[config.mk]
export PLATFORM = sky130hd
export DESIGN_NAME = neuron_core_wb_loader
export DESIGN_NICKNAME = d
export VERILOG_FILES = /design/src/rtl/neuron_core_pkg.sv /design/src/rtl/wb_timeout_counter.sv /design/src/rtl/neuron_core_wb_loader.sv
export SDC_FILE = /design/constraint.sdc
export NUM_CORES = 1
export LEC_CHECK = 0
export ABC_AREA = 1
export BUFFER_PORTS_ARGS = -buffer_cell sky130_fd_sc_hd__buf_2
export CORE_ASPECT_RATIO = 0.8
export CORE_MARGIN = 4
export CORE_UTILIZATION = 44
export DETAILED_ROUTE_END_ITERATION = 8
export PLACE_DENSITY = 0.87
export SETUP_SLACK_MARGIN = 0.5
export SYNTH_ARGS = -nofsm -noshare
export SYNTH_HDL_FRONTEND = slang
export SYNTH_SLANG_ARGS = --single-unit
export TNS_END_PERCENT = 1
[constraint.sdc]
create_clock -name wb_clk_i -period 1.5 [get_ports wb_clk_i]
set_input_delay 0.375 -clock wb_clk_i [delete_from_list [all_inputs] [get_ports wb_clk_i]]
set_output_delay 0.375 -clock wb_clk_i [all_outputs]
set_load 0.05 [all_outputs]
[src/rtl/neuron_core_pkg.sv]
// Shared address map and FSM encoding for the neuron core and the initiators
// that drive it; the slave-side decoder imports the same region offsets.
package neuron_core_pkg;

  localparam logic [31:0] CORE_BASE_ADDR = 32'h3000_0000;
  localparam logic [31:0] SYN_OFFSET     = 32'h0000_0000;
  localparam logic [31:0] PARAM_OFFSET   = 32'h0000_2000;
  localparam logic [31:0] SPIKE_OFFSET   = 32'h0000_4000;

  typedef enum logic [2:0] {
    ST_IDLE,
    ST_FETCH,
    ST_WRITE,
    ST_READ,
    ST_FINISH
  } state_t;

  typedef enum logic {
    PH_SYN,
    PH_PRM
  } phase_t;

  // Byte address of word idx inside a region of the core.
  function automatic logic [31:0] word_addr(input logic [31:0] base,
                                            input logic [31:0] offset,
                                            input logic [8:0]  idx);
    return base + offset + {21'd0, idx, 2'b00};
  endfunction

endpackage

[src/rtl/wb_timeout_counter.sv]
// Per-transfer acknowledge watchdog; expired fires on the tick that brings
// the wait count up to LIMIT, so the owner can abort on that same edge.
module wb_timeout_counter #(
  parameter int LIMIT = 255
) (
  input  logic clk,
  input  logic rst_n,
  input  logic clear,
  input  logic tick,
  output logic expired
);

  logic [7:0] count;

  always_ff @(posedge clk or negedge rst_n) begin
    if (!rst_n) begin
      count <= 8'd0;
    end else if (clear) begin
      count <= 8'd0;
    end else if (tick) begin
      count <= count + 8'd1;
    end
  end

  assign expired = tick && (count == 8'(LIMIT - 1));

endmodule

[src/rtl/neuron_core_wb_loader.sv]
// Wishbone classic initiator: streams synapse and parameter words from a
// valid/ready source into the neuron core, then reads back the spike word.
module neuron_core_wb_loader
  import neuron_core_pkg::*;
#(
  parameter logic [31:0] BASE_ADDR   = CORE_BASE_ADDR,
  parameter int          SYN_WORDS   = 256,
  parameter int          PARAM_WORDS = 3,
  parameter int          TIMEOUT     = 255
) (
  input  logic        wb_clk_i,
  input  logic        wb_rst_ni,
  input  logic        start,
  input  logic [31:0] cfg_data,
  input  logic        cfg_valid,
  output logic        cfg_ready,
  output logic        busy,
  output logic        done,
  output logic        error,
  output logic [31:0] spike_data,
  output logic        wbm_cyc_o,
  output logic        wbm_stb_o,
  output logic        wbm_we_o,
  output logic [3:0]  wbm_sel_o,
  output logic [31:0] wbm_adr_o,
  output logic [31:0] wbm_dat_o,
  input  logic [31:0] wbm_dat_i,
  input  logic        wbm_ack_i,
  output state_t      dbg_state
);

  // Config source: a word moves on any rising edge where cfg_valid && cfg_ready;
  // cfg_ready is only offered in FETCH. Bus side: each transfer holds
  // cyc/stb/adr/dat/we stable until the edge that samples ack.
  localparam logic [8:0] SYN_LAST = 9'(SYN_WORDS - 1);
  localparam logic [8:0] PRM_LAST = 9'(PARAM_WORDS - 1);

  state_t     state;
  phase_t     phase;
  logic [8:0] idx;
  logic       waiting;
  logic       to_expired;

  assign waiting   = (state == ST_WRITE) || (state == ST_READ);
  assign dbg_state = state;

  // Any ack restarts the watchdog, so WRITE->READ starts the read at zero.
  wb_timeout_counter #(.LIMIT(TIMEOUT)) u_timeout (
    .clk     (wb_clk_i),
    .rst_n   (wb_rst_ni),
    .clear   (!waiting || wbm_ack_i),
    .tick    (waiting && !wbm_ack_i),
    .expired (to_expired)
  );

  always_ff @(posedge wb_clk_i or negedge wb_rst_ni) begin
    if (!wb_rst_ni) begin
      state      <= ST_IDLE;
      phase      <= PH_SYN;
      idx        <= 9'd0;
      cfg_ready  <= 1'b0;
      busy       <= 1'b0;
      done       <= 1'b0;
      error      <= 1'b0;
      spike_data <= 32'd0;
      wbm_cyc_o  <= 1'b0;
      wbm_stb_o  <= 1'b0;
      wbm_we_o   <= 1'b0;
      wbm_sel_o  <= 4'h0;
      wbm_adr_o  <= 32'd0;
      wbm_dat_o  <= 32'd0;
    end else begin
      done  <= 1'b0;
      error <= 1'b0;
      case (state)
        ST_IDLE: begin
          if (start) begin
            state     <= ST_FETCH;
            phase     <= PH_SYN;
            idx       <= 9'd0;
            busy      <= 1'b1;
            cfg_ready <= 1'b1;
          end
        end
        ST_FETCH: begin
          if (cfg_valid) begin
            cfg_ready <= 1'b0;
            wbm_dat_o <= cfg_data;
            wbm_cyc_o <= 1'b1;
            wbm_stb_o <= 1'b1;
            wbm_we_o  <= 1'b1;
            wbm_sel_o <= 4'hF;
            wbm_adr_o <= word_addr(BASE_ADDR,
                                   (phase == PH_SYN) ? SYN_OFFSET : PARAM_OFFSET, idx);
            state     <= ST_WRITE;
          end
        end
        ST_WRITE: begin
          if (wbm_ack_i) begin
            wbm_cyc_o <= 1'b0;
            wbm_stb_o <= 1'b0;
            wbm_we_o  <= 1'b0;
            wbm_sel_o <= 4'h0;
            wbm_adr_o <= 32'd0;
            wbm_dat_o <= 32'd0;
            if (phase == PH_SYN && idx == SYN_LAST) begin
              phase     <= PH_PRM;
              idx       <= 9'd0;
              cfg_ready <= 1'b1;
              state     <= ST_FETCH;
            end else if (phase == PH_PRM && idx == PRM_LAST) begin
              // Read follows immediately as a fresh transfer on the same cycle.
              wbm_cyc_o <= 1'b1;
              wbm_stb_o <= 1'b1;
              wbm_sel_o <= 4'hF;
              wbm_adr_o <= word_addr(BASE_ADDR, SPIKE_OFFSET, 9'd0);
              state     <= ST_READ;
            end else begin
              idx       <= idx + 9'd1;
              cfg_ready <= 1'b1;
              state     <= ST_FETCH;
            end
          end else if (to_expired) begin
            wbm_cyc_o <= 1'b0;
            wbm_stb_o <= 1'b0;
            wbm_we_o  <= 1'b0;
            wbm_sel_o <= 4'h0;
            wbm_adr_o <= 32'd0;
            wbm_dat_o <= 32'd0;
            busy      <= 1'b0;
            error     <= 1'b1;
            state     <= ST_IDLE;
          end
        end
        ST_READ: begin
          if (wbm_ack_i || to_expired) begin
            wbm_cyc_o <= 1'b0;
            wbm_stb_o <= 1'b0;
            wbm_sel_o <= 4'h0;
            wbm_adr_o <= 32'd0;
            busy      <= 1'b0;
            if (wbm_ack_i) begin
              spike_data <= wbm_dat_i;
              done       <= 1'b1;
              state      <= ST_FINISH;
            end else begin
              error <= 1'b1;
              state <= ST_IDLE;
            end
          end
        end
        ST_FINISH: state <= ST_IDLE;
        default:   state <= ST_IDLE;
      endcase
    end
  end

endmodule

==> results.yml, run 1 <==
run_status:
  status: "finished with violations"
  violations: "negative hold slack, negative setup slack"
layout:
  register_area_mm2: 0.00256
  instances_no_fill: 870
  drive_gt1_share_pct: 46.7
  area_growth_pct: 54.6
  fin_util_pct: 71.3
  fillers: 692
  nNetsFinal: 802
  multi_input_area_mm2: 0.00201
  antenna_cells: 0
clock_tree:
  path_clk_slew_ns: 0.07
  htreeDepth: 3
  cts_tree: "built"
  insertion_delay_ns: 0.34
  clock_tree.buffer_depth: 2
  numCtsBuffers: 9
  clockRootBuffer: "clkbuf_16"
  clock_sinks: 102
drt:
  drc_errors: 0
  via_count: 4120
  vias_per_cell: 4.74
  wl_mm: 12.7
  wl_per_cell_um: 14.6
  drt_first_pass_iters: 4
  antenna_left: 0
  drtIter0Drc: 211
placed_design:
  dpl.cell_count: 842
  hpwlAfterDp_mm: 8.26
  preCtsSetupSlack_ns: -0.102
  portBuffers: 159
  place_congestion: 0.851
die:
  dieArea_mm2: 0.0120
  placeableCoreArea_mm2: 0.00985
  start_util_pct: 46.1
  rows: 32
  die_w_um: 122
  die_y_um: 98.9
  ios: 179
sta:
  rsz0062_at_grt: "yes"
  final.setup_skew_ns: 0.00799
  max_clock_freq_ghz: 0.644
  holdWs_ns: -0.0589
  fin_crit_ns: 1.55
  setup_ws_ns: -0.0529
  final-setup-viol-count: 45
  setup_tns_ns: -1.33
  hold_viol: 22
  period_share_pct: 104
  finalMaxSlewViolations: 0
synth:
  synth-seq-cells: 102
  yosysWarnings: 0
  syn_inst: 535
  netlist_area_mm2: 0.00454
  ys_seq_area_share_pct: 56.2
  synthDistinctLibCells: 37
  syn_area_per_cell_um2: 8.48
worst_hold_path:
  hp-class: "input port to asynchronous set/reset pin"
critical_path:
  cp_data_required_time_ns: 1.72
  crit_fanout: 8
  endpoint_kind: "flip-flop"
  critical_path_class: "flip-flop to flip-flop"
  cp-start-kind: "flip-flop"
  critPathArrivalTime_ns: 1.78
power_and_ir_drop:
  power_w: 0.0161
  power_density_mw_per_mm2: 2300
  vdd.ir_drop.worst_uv: 1330
  leakage_nw: 3.71
global_route:
  grt_max_degree: 44
  gr-total-overflow: 0
  track_usage_pct: 19.5
  grt_pass1_vias: 4008
  grt_pass1_wl_mm: 18.9
  antenna_found_initial: 0
flow_run:
  max_cap_viol_count: 0
==> flip-flops by register name (all words and copies together), names as in the netlist <==
name             cells
spike_data          32
wbm_dat_o           32
wbm_adr_o           11
idx                  9
u_timeout.count      8
dbg_state            3
busy                 1
cfg_ready            1
done                 1
error                1
phase                1
wbm_sel_o            1
wbm_we_o             1
==> area by class of cell <==
cell class / instances / share of cell area (%)
flip-flops and latches: 102 / 36.5
multi-input cells: 382 / 28.6
repair buffers: 208 / 26.2
clock buffers: 9 / 3.21
well taps: 136 / 2.42
inverters: 26 / 1.78
clock inverters: 7 / 1.35
==> report_power, final <==
| part | internal, W | switching (W) |
|---|---|---|
| clock network | 0.00147 | 0.00101 |
| logic | 0.00340 | 0.00580 |
| registers | 0.00361 | 0.000850 |
| total | 0.00847 | 0.00767 |
==> cells in the final DEF, fill, tap and decap left out, types with 4 or more instances in the layout <==
cell type	count
buf_4	40
dfrtp_2	5
nand3_1	19
inv_2	8
clkbuf_16	11
dfrtp_1	97
nand4_1	7
nand2_2	66
inv_1	16
conb_1	19
nand2_4	14
o21ai_1	4
nor2_1	13
buf_2	72
o21ai_0	5
a21oi_1	8
buf_8	4
buf_6	84
buf_12	6
nand2_1	189
==> layer usage <==
metal	part of all wire [%]	vias to the layer above	track usage, %	wire length, um
met5	0	-	0	0
met4	0.81	0	4.74	103
met3	6.7	11	5.97	848
met2	52	149	33.8	6620
met1	41	1948	23.8	5160
li1	-	2012	-	-
==> cell families after synthesis <==
| group | share of synthesized area, % |
|---|---|
| flops | 56.2 |
| buf+inv | 8.76 |
| xor+xnor | 0.386 |
| other cells | 0.0826 |
| compound gates | 3.28 |
| simple gates | 30.2 |
| fa+ha+maj | 1.10 |
==> cell usage after synthesis <==
cell type / number / area (um2)
o21ai_0: 7 / 35.0
nand4_1: 7 / 43.8
clkbuf_2: 1 / 5.00
and3_1: 1 / 6.26
o21bai_1: 2 / 15.0
buf_4: 27 / 203
nand2_2: 2 / 12.5
nor2_2: 1 / 6.26
xor2_1: 1 / 8.76
nor3_1: 5 / 25.0
nand2_4: 1 / 11.3
inv_1: 20 / 75.1
buf_1: 1 / 3.75
nand3_1: 20 / 100
nand2_1: 266 / 998
inv_2: 5 / 18.8
conb_1: 1 / 3.75
o21ai_1: 4 / 20.0
o211ai_1: 1 / 7.51
nand3_2: 1 / 10.0
a31oi_1: 1 / 6.26
or2_2: 3 / 18.8
nor2_1: 18 / 67.6
a21oi_2: 1 / 8.76
nor3_2: 1 / 10.0
buf_2: 7 / 35.0
nand3b_1: 3 / 22.5
ha_1: 4 / 50.1
nor3_4: 1 / 16.3
xnor2_1: 1 / 8.76
o21ai_4: 1 / 16.3
nor2_8: 1 / 20.0
buf_6: 3 / 33.8
clkinv_2: 1 / 5.00
a21oi_1: 8 / 40.0
dfrtp_1: 102 / 2550
clkbuf_1: 5 / 18.8
==> worst max-delay path: stages, from the launching register on <==
cell	delay, ns
dfrtp_1	0.39
inv_1	0.06
ha_2	0.17
inv_2	0.04
nor2_4	0.11
nand3_2	0.07
nand2_1	0.06
nand2_1	0.07
nand2_2	0.08
nand2_4	0.09
clkbuf_16	0.18
nand2_2	0.05
nand2_1	0.05
==> metrics by stage <==
stage / hold slack (ns) / area (um2)
6_report: -0.0589 / 7020
5_1_grt: -0.0502 / 7020
4_1_cts: -0.0639 / 6670
3_5_place_dp: 0.303 / 5620
3_3_place_gp: 0.302 / 5620
2_1_floorplan: 0.0794 / 4610
==> repair_timing <==
action,CTS,global route
setup endpoints to repair,193,193
gates cloned,1,3
pin swaps,66,60
buffers inserted,2,6
gates resized for setup,226,74
endpoints found under the hold margin,22,22
==> path summary, 6_finish.rpt <==
check / cells past startpoint / slack, ns / to / startpoint
setup / recovery: 12 / -0.05 / wbm_dat_o[6] / u_timeout.count[0]
hold / removal: 1 / -0.06 / wbm_dat_o[6] / wb_rst_ni
setup reg to reg: 12 / -0.05 / wbm_dat_o[6] / u_timeout.count[0]
hold reg to reg: 2 / 0.49 / wbm_dat_o[28] / wbm_dat_o[28]
max in group asynchronous: 2 / 1.02 / wbm_dat_o[7] / wb_rst_ni
min in group wb_clk_i: 3 / 0.23 / spike_data[21] / wbm_dat_i[21]
Note: power is estimated with default switching activity, not from simulation.
==> inputs of run 2 (changes only) <==
--- a/config.mk
+++ b/config.mk
@@ -5,11 +5,13 @@
 export SDC_FILE = /design/constraint.sdc
 export NUM_CORES = 1
 export LEC_CHECK = 0
-export ABC_AREA = 1
 export BUFFER_PORTS_ARGS = -buffer_cell sky130_fd_sc_hd__buf_2
+export CAP_MARGIN = 20
+export CELL_PAD_IN_SITES_DETAIL_PLACEMENT = 1
+export CELL_PAD_IN_SITES_GLOBAL_PLACEMENT = 2
 export CORE_ASPECT_RATIO = 0.8
 export CORE_MARGIN = 4
-export CORE_UTILIZATION = 44
+export CORE_UTILIZATION = 27
 export DETAILED_ROUTE_END_ITERATION = 8
 export PLACE_DENSITY = 0.87
 export SETUP_SLACK_MARGIN = 0.5
==> run 2 against run 1 <==
  * The flow still finishes with violations (negative hold slack, negative setup slack)
  * Flip-flop and latch count did not move
  * Sequential share of layout area is 1.1 points lower
  * First-iteration DRC count down 39%
  * Largest power group unchanged
  * Core utilization shrank 29 points
  * Largest cell class unchanged
  * Critical path depth fell by 7
==> results.yml, run 2 <==
run_status:
  status: "finished with violations"
  violations: "negative hold slack, negative setup slack"
die:
  placeableCoreArea_mm2: 0.0173
  ios: 179
  rows: 43
  start_util_pct: 27.5
  dieArea_mm2: 0.0198
  die_y_um: 127
  die_w_um: 156
placed_design:
  portBuffers: 159
  place_congestion: 0.790
  hpwlAfterDp_mm: 10.3
  preCtsSetupSlack_ns: -0.244
global_route:
  grt_max_degree: 36
  gr-total-overflow: 0
  track_usage_pct: 14.0
  grt_pass1_vias: 4260
  antenna_found_initial: 0
  grt_pass1_wl_mm: 22.2
layout:
  antenna_cells: 0
  fin_util_pct: 42.0
  layout_common_cells: "97 x dfrtp_1, 89 x buf_6, 73 x buf_2"
  final_common_cell: "dfrtp_1"
  drive_gt1_share_pct: 51.0
  area_growth_pct: 52.8
  nNetsFinal: 701
  reg.largest.list: "spike_data x32, wbm_dat_o x32, wbm_adr_o x11"
flow_run:
  max_cap_viol_count: 0
power_and_ir_drop:
  vdd.ir_drop.worst_uv: 1150
  power_w: 0.0171
  leakage_nw: 3.73
  power_density_mw_per_mm2: 2360
clock_tree:
  clock_tree.buffer_depth: 2
  htreeDepth: 3
  path_clk_slew_ns: 0.08
  clockRootBuffer: "clkbuf_16"
  insertion_delay_ns: 0.35
  numCtsBuffers: 9
  cts_tree: "built"
  clock_sinks: 102
sta:
  hold_viol: 20
  setup_ws_ns: -0.210
  holdWs_ns: -0.0737
  final-setup-viol-count: 88
  period_share_pct: 114
  rsz0062_at_grt: "yes"
  finalMaxSlewViolations: 0
  fin_crit_ns: 1.71
  final.setup_skew_ns: 0.00955
  max_clock_freq_ghz: 0.585
critical_path:
  cp-start-kind: "flip-flop"
  critical_path_class: "flip-flop to flip-flop"
  endpoint_kind: "flip-flop"
  cp_data_required_time_ns: 1.73
  critPathArrivalTime_ns: 1.94
  crit_fanout: 13
drt:
  antenna_left: 0
  drt_first_pass_iters: 4
  drtIter0Drc: 129
  via_count: 3771
  wl_mm: 14.1
  wl_per_cell_um: 16.5
  vias_per_cell: 4.40
  drc_errors: 0
synth:
  yosysTopAreaCell: "dfrtp_1"
  yosysWarnings: 0
  netlist_top_cells_area: "dfrtp_1 54%, mux2i_1 9.3%, mux2_2 7.8%"
  syn_inst: 418
  synthArstFlopShare_pct: 100
  ys_seq_area_share_pct: 53.8
  synth_top_area_share_pct: 53.8
  synth_common_cells: "102 x dfrtp_1, 48 x nand2_1, 47 x inv_1"
  synth-seq-cells: 102
  synth_edf_count: 0
  synthDistinctLibCells: 45
  synth_flop_cell: "dfrtp_1"
  syn_area_per_cell_um2: 11.3
  synth.most_common_cell: "dfrtp_1"
  netlist_area_mm2: 0.00474
worst_hold_path:
  hp-class: "input port to asynchronous set/reset pin"
[run 2: cell type report]
cell class	instances	area [um2]
clock inverters	7	116
flip-flops and latches	102	2560
multi-input cells	240	1920
inverters	47	176
repair buffers	228	1970
well taps	225	282
clock buffers	9	225
fillers	1883	10000
[run 2: worst paths after layout]
path,from,end,slack [ns],depth (start not counted)
setup / recovery,u_timeout.count[3],wbm_dat_o[2],-0.21,5
hold / removal,wb_rst_ni,spike_data[1],-0.07,1
setup reg to reg,u_timeout.count[3],wbm_dat_o[2],-0.21,5
hold reg to reg,spike_data[12],spike_data[12],0.53,1
max in group asynchronous,wb_rst_ni,wbm_dat_o[25],1.05,2
min in group wb_clk_i,wbm_dat_i[8],spike_data[8],0.25,2
[run 2: timing repair]
item / 4_1_cts / 5_1_grt
endpoints found under the setup margin: 193 / 193
hold endpoints to repair: 20 / 20
resized for setup: 195 / 27
cloned: 0 / 1
buffers inserted: 7 / 2
pin swaps: 8 / 8
[run 2: logic make-up (layout without fill, tap and decap cells)]
logic type | count (synthesis) | after routing | share of synthesized area (%)
flip-flops | 102 | 102 | 53.8
adder cells (fa/ha/maj) | 4 | 4 | 1.06
multiplexers | 78 | 78 | 17.4
AND/OR/NAND/NOR | 105 | 105 | 10.9
XOR/XNOR | 11 | 11 | 2.03
AO/OA/AOI/OAI | 23 | 23 | 3.46
other | 1 | 19 | 0.0791
buffers and inverters | 94 | 291 | 11.2
[run 2: through the flow]
step / hold slack (ns) / cell area [um2] / setup TNS, ns / cells
2_1_floorplan: 0.0794 / 4830 / -27.01 / 436
3_3_place_gp: 0.302 / 6060 / -9.60 / 832
3_5_place_dp: 0.307 / 6060 / -13.70 / 832
4_1_cts: -0.0849 / 7100 / -8.98 / 855
5_1_grt: -0.0793 / 7250 / -16.80 / 858
6_report: -0.0737 / 7250 / -11.43 / 858
[run 2: layer usage]
metal | share of wire (%) | GRT usage (%)
met5 | 0 | 0
met1 | 40 | 15.9
met3 | 5.4 | 3.34
met4 | 2.2 | 4.90
met2 | 53 | 25.5
[run 2: worst max-delay path, cell delays in order, from the launching register on]
cell and delay [ns]:
dfrtp_1 0.36, and4_4 0.28, nand4_4 0.12, a221o_2 0.49, clkbuf_16 0.23, mux2i_1 0.13
[run 2: where the power goes]
part / internal (W) / switching [W] / leakage [nW]
registers: 0.00376 / 0.000819 / 1.28
logic: 0.00385 / 0.00601 / 2.28
clock network: 0.00151 / 0.00114 / 0.167
==> inputs of run 3 (changes only) <==
--- a/config.mk
+++ b/config.mk
@@ -13,7 +13,7 @@
 export CORE_MARGIN = 4
 export CORE_UTILIZATION = 27
 export DETAILED_ROUTE_END_ITERATION = 8
-export PLACE_DENSITY = 0.87
+export PLACE_DENSITY = 0.73
 export SETUP_SLACK_MARGIN = 0.5
 export SYNTH_ARGS = -nofsm -noshare
 export SYNTH_HDL_FRONTEND = slang
==> run 3 against run 2 <==
  * Highest routed layer unchanged
  * Clock power fell by 15%
  * Final cell count rose by 0.70%
  * Sequential share of layout area barely moved
  * Core utilization barely moved
  * Global-route usage fell by 0.087 points
  * The flow finishes with violations (negative setup slack)
  * Largest cell class unchanged
  * Critical endpoint is now wbm_adr_o[14]
==> results.yml, run 3 (same netlist as run 2, synthesis figures left out) <==
sta:
  final-setup-viol-count: 90
  finalMaxSlewViolations: 0
  fin_crit_ns: 1.69
  period_share_pct: 113
  final.setup_skew_ns: 0.00760
  rsz0062_at_grt: "yes"
  setup_ws_ns: -0.190
  max_clock_freq_ghz: 0.592
  tightest_slew_ns: 0.533
  hold_viol: 0
  relSlewSlack_pct: 64.4
  holdWs_ns: 0.0270
clock_tree:
  clockRootBuffer: "clkbuf_16"
  numCtsBuffers: 9
  cts_hold_buf: 0
  clock_sinks: 102
  path_clk_slew_ns: 0.07
  cts_tree: "built"
  clock_tree.buffer_depth: 2
  insertion_delay_ns: 0.35
  htreeDepth: 3
die:
  ios: 179
  start_util_pct: 27.5
  die_y_um: 127
  rows: 43
  dieArea_mm2: 0.0198
  placeableCoreArea_mm2: 0.0173
  die_w_um: 156
placed_design:
  hpwlAfterDp_mm: 10.1
  place_congestion: 0.768
  portBuffers: 159
layout:
  multi_input_area_mm2: 0.00191
  register_area_mm2: 0.00256
  layout_common_cells: "96 x dfrtp_1, 93 x buf_6, 74 x buf_2"
  area_growth_pct: 52.9
  final_common_cell: "dfrtp_1"
  antenna_cells: 0
  drive_gt1_share_pct: 51.3
  fillers: 1908
  reg.largest.list: "spike_data x32, wbm_dat_o x32, wbm_adr_o x11"
  nNetsFinal: 707
  fin_util_pct: 42.0
global_route:
  track_usage_pct: 13.9
  grt_max_degree: 62
  grt_pass1_wl_mm: 21.8
  grt_pass1_vias: 4179
  antenna_found_initial: 0
  gr-total-overflow: 0
flow_run:
  max_cap_viol_count: 0
drt:
  drt_first_pass_iters: 4
  via_count: 3761
  wl_per_cell_um: 15.8
  drc_errors: 0
  antenna_left: 0
  wl_mm: 13.7
  drtIter0Drc: 96
  vias_per_cell: 4.35
worst_hold_path:
  hp-class: "input port to asynchronous set/reset pin"
critical_path:
  critical_path_class: "flip-flop to flip-flop"
  crit_fanout: 11
  cp-start-kind: "flip-flop"
  endpoint_kind: "flip-flop"
  cp_data_required_time_ns: 1.74
  critPathArrivalTime_ns: 1.93
power_and_ir_drop:
  leakage_nw: 3.74
  vdd.ir_drop.worst_uv: 1080
  power_density_mw_per_mm2: 2320
run_status:
  status: "finished with violations"
  violations: "negative setup slack"
## run 3: cell count changes in the layout (fill, tap and decap cells not counted), sizes merged
cell	change
inv	-1
clkinvlp	+1
clkinv	+1
a221o	+1
bufinv	-2
buf	+6
## run 3: layer usage
layer	up-vias	share of wire, %	track usage, %
met5	-	0	0
met4	0	1.2	3.72
met3	15	6.6	4.13
met2	115	49	23.1
met1	1867	43	17.7
li1	1764	-	-
## run 3: final timing paths
path                                    start             end  slack [ns]  cells after the start
setup / recovery           u_timeout.count[5]   wbm_adr_o[14]       -0.19                      6
hold / removal                      wb_rst_ni   spike_data[1]        0.03                      2
setup reg to reg           u_timeout.count[5]   wbm_adr_o[14]       -0.19                      6
hold reg to reg                spike_data[11]  spike_data[11]        0.53                      1
max in group asynchronous           wb_rst_ni    wbm_sel_o[2]        0.98                      2
min in group wb_clk_i            wbm_dat_i[1]   spike_data[1]        0.26                      2
## run 3: final cells by class
| cell class | count | share of cell area, % |
|---|---|---|
| Tap cell | 225 | 3.88 |
| Multi-Input combinational cell | 241 | 26.3 |
| Timing Repair Buffer | 233 | 28.2 |
| Inverter | 47 | 2.43 |
| Clock inverter | 6 | 0.742 |
| Clock buffer | 10 | 3.16 |
| Sequential cell | 102 | 35.3 |
## run 3: report_power, final
group          switching (W)  total, W  internal [W]
registers           0.000840   0.00460       0.00376
clock network        0.00109   0.00224       0.00115
logic                0.00598   0.00997       0.00399
## run 3: metrics by stage
step	total power [W]	TNS, ns	cell area [um2]	std cells	setup slack (ns)
5_1_grt	0.0177	-14.85	7250	864	-0.249
3_5_place_dp	0.0126	-14.44	6070	835	-0.260
4_1_cts	0.0167	-8.69	7130	859	-0.192
6_report	0.0168	-9.31	7250	864	-0.190
3_3_place_gp	0.0124	-12.39	6070	835	-0.217
2_1_floorplan	0.0105	-27.01	4830	436	-0.418
## run 3: repair_timing
action / CTS / global route
gates resized for setup: 207 / 20
endpoints found under the setup margin: 193 / 193
endpoints found under the hold margin: 0 / 0
gates cloned: 2 / 1
pin swaps: 10 / 9
buffers inserted: 6 / 4
## run 3: critical path: stages, from the launching register on
cell and delay (ns):
dfrtp_1 0.36, and4_4 0.25, buf_4 0.12, a41oi_2 0.10, or3_4 0.42, buf_12 0.16, a22o_1 0.17
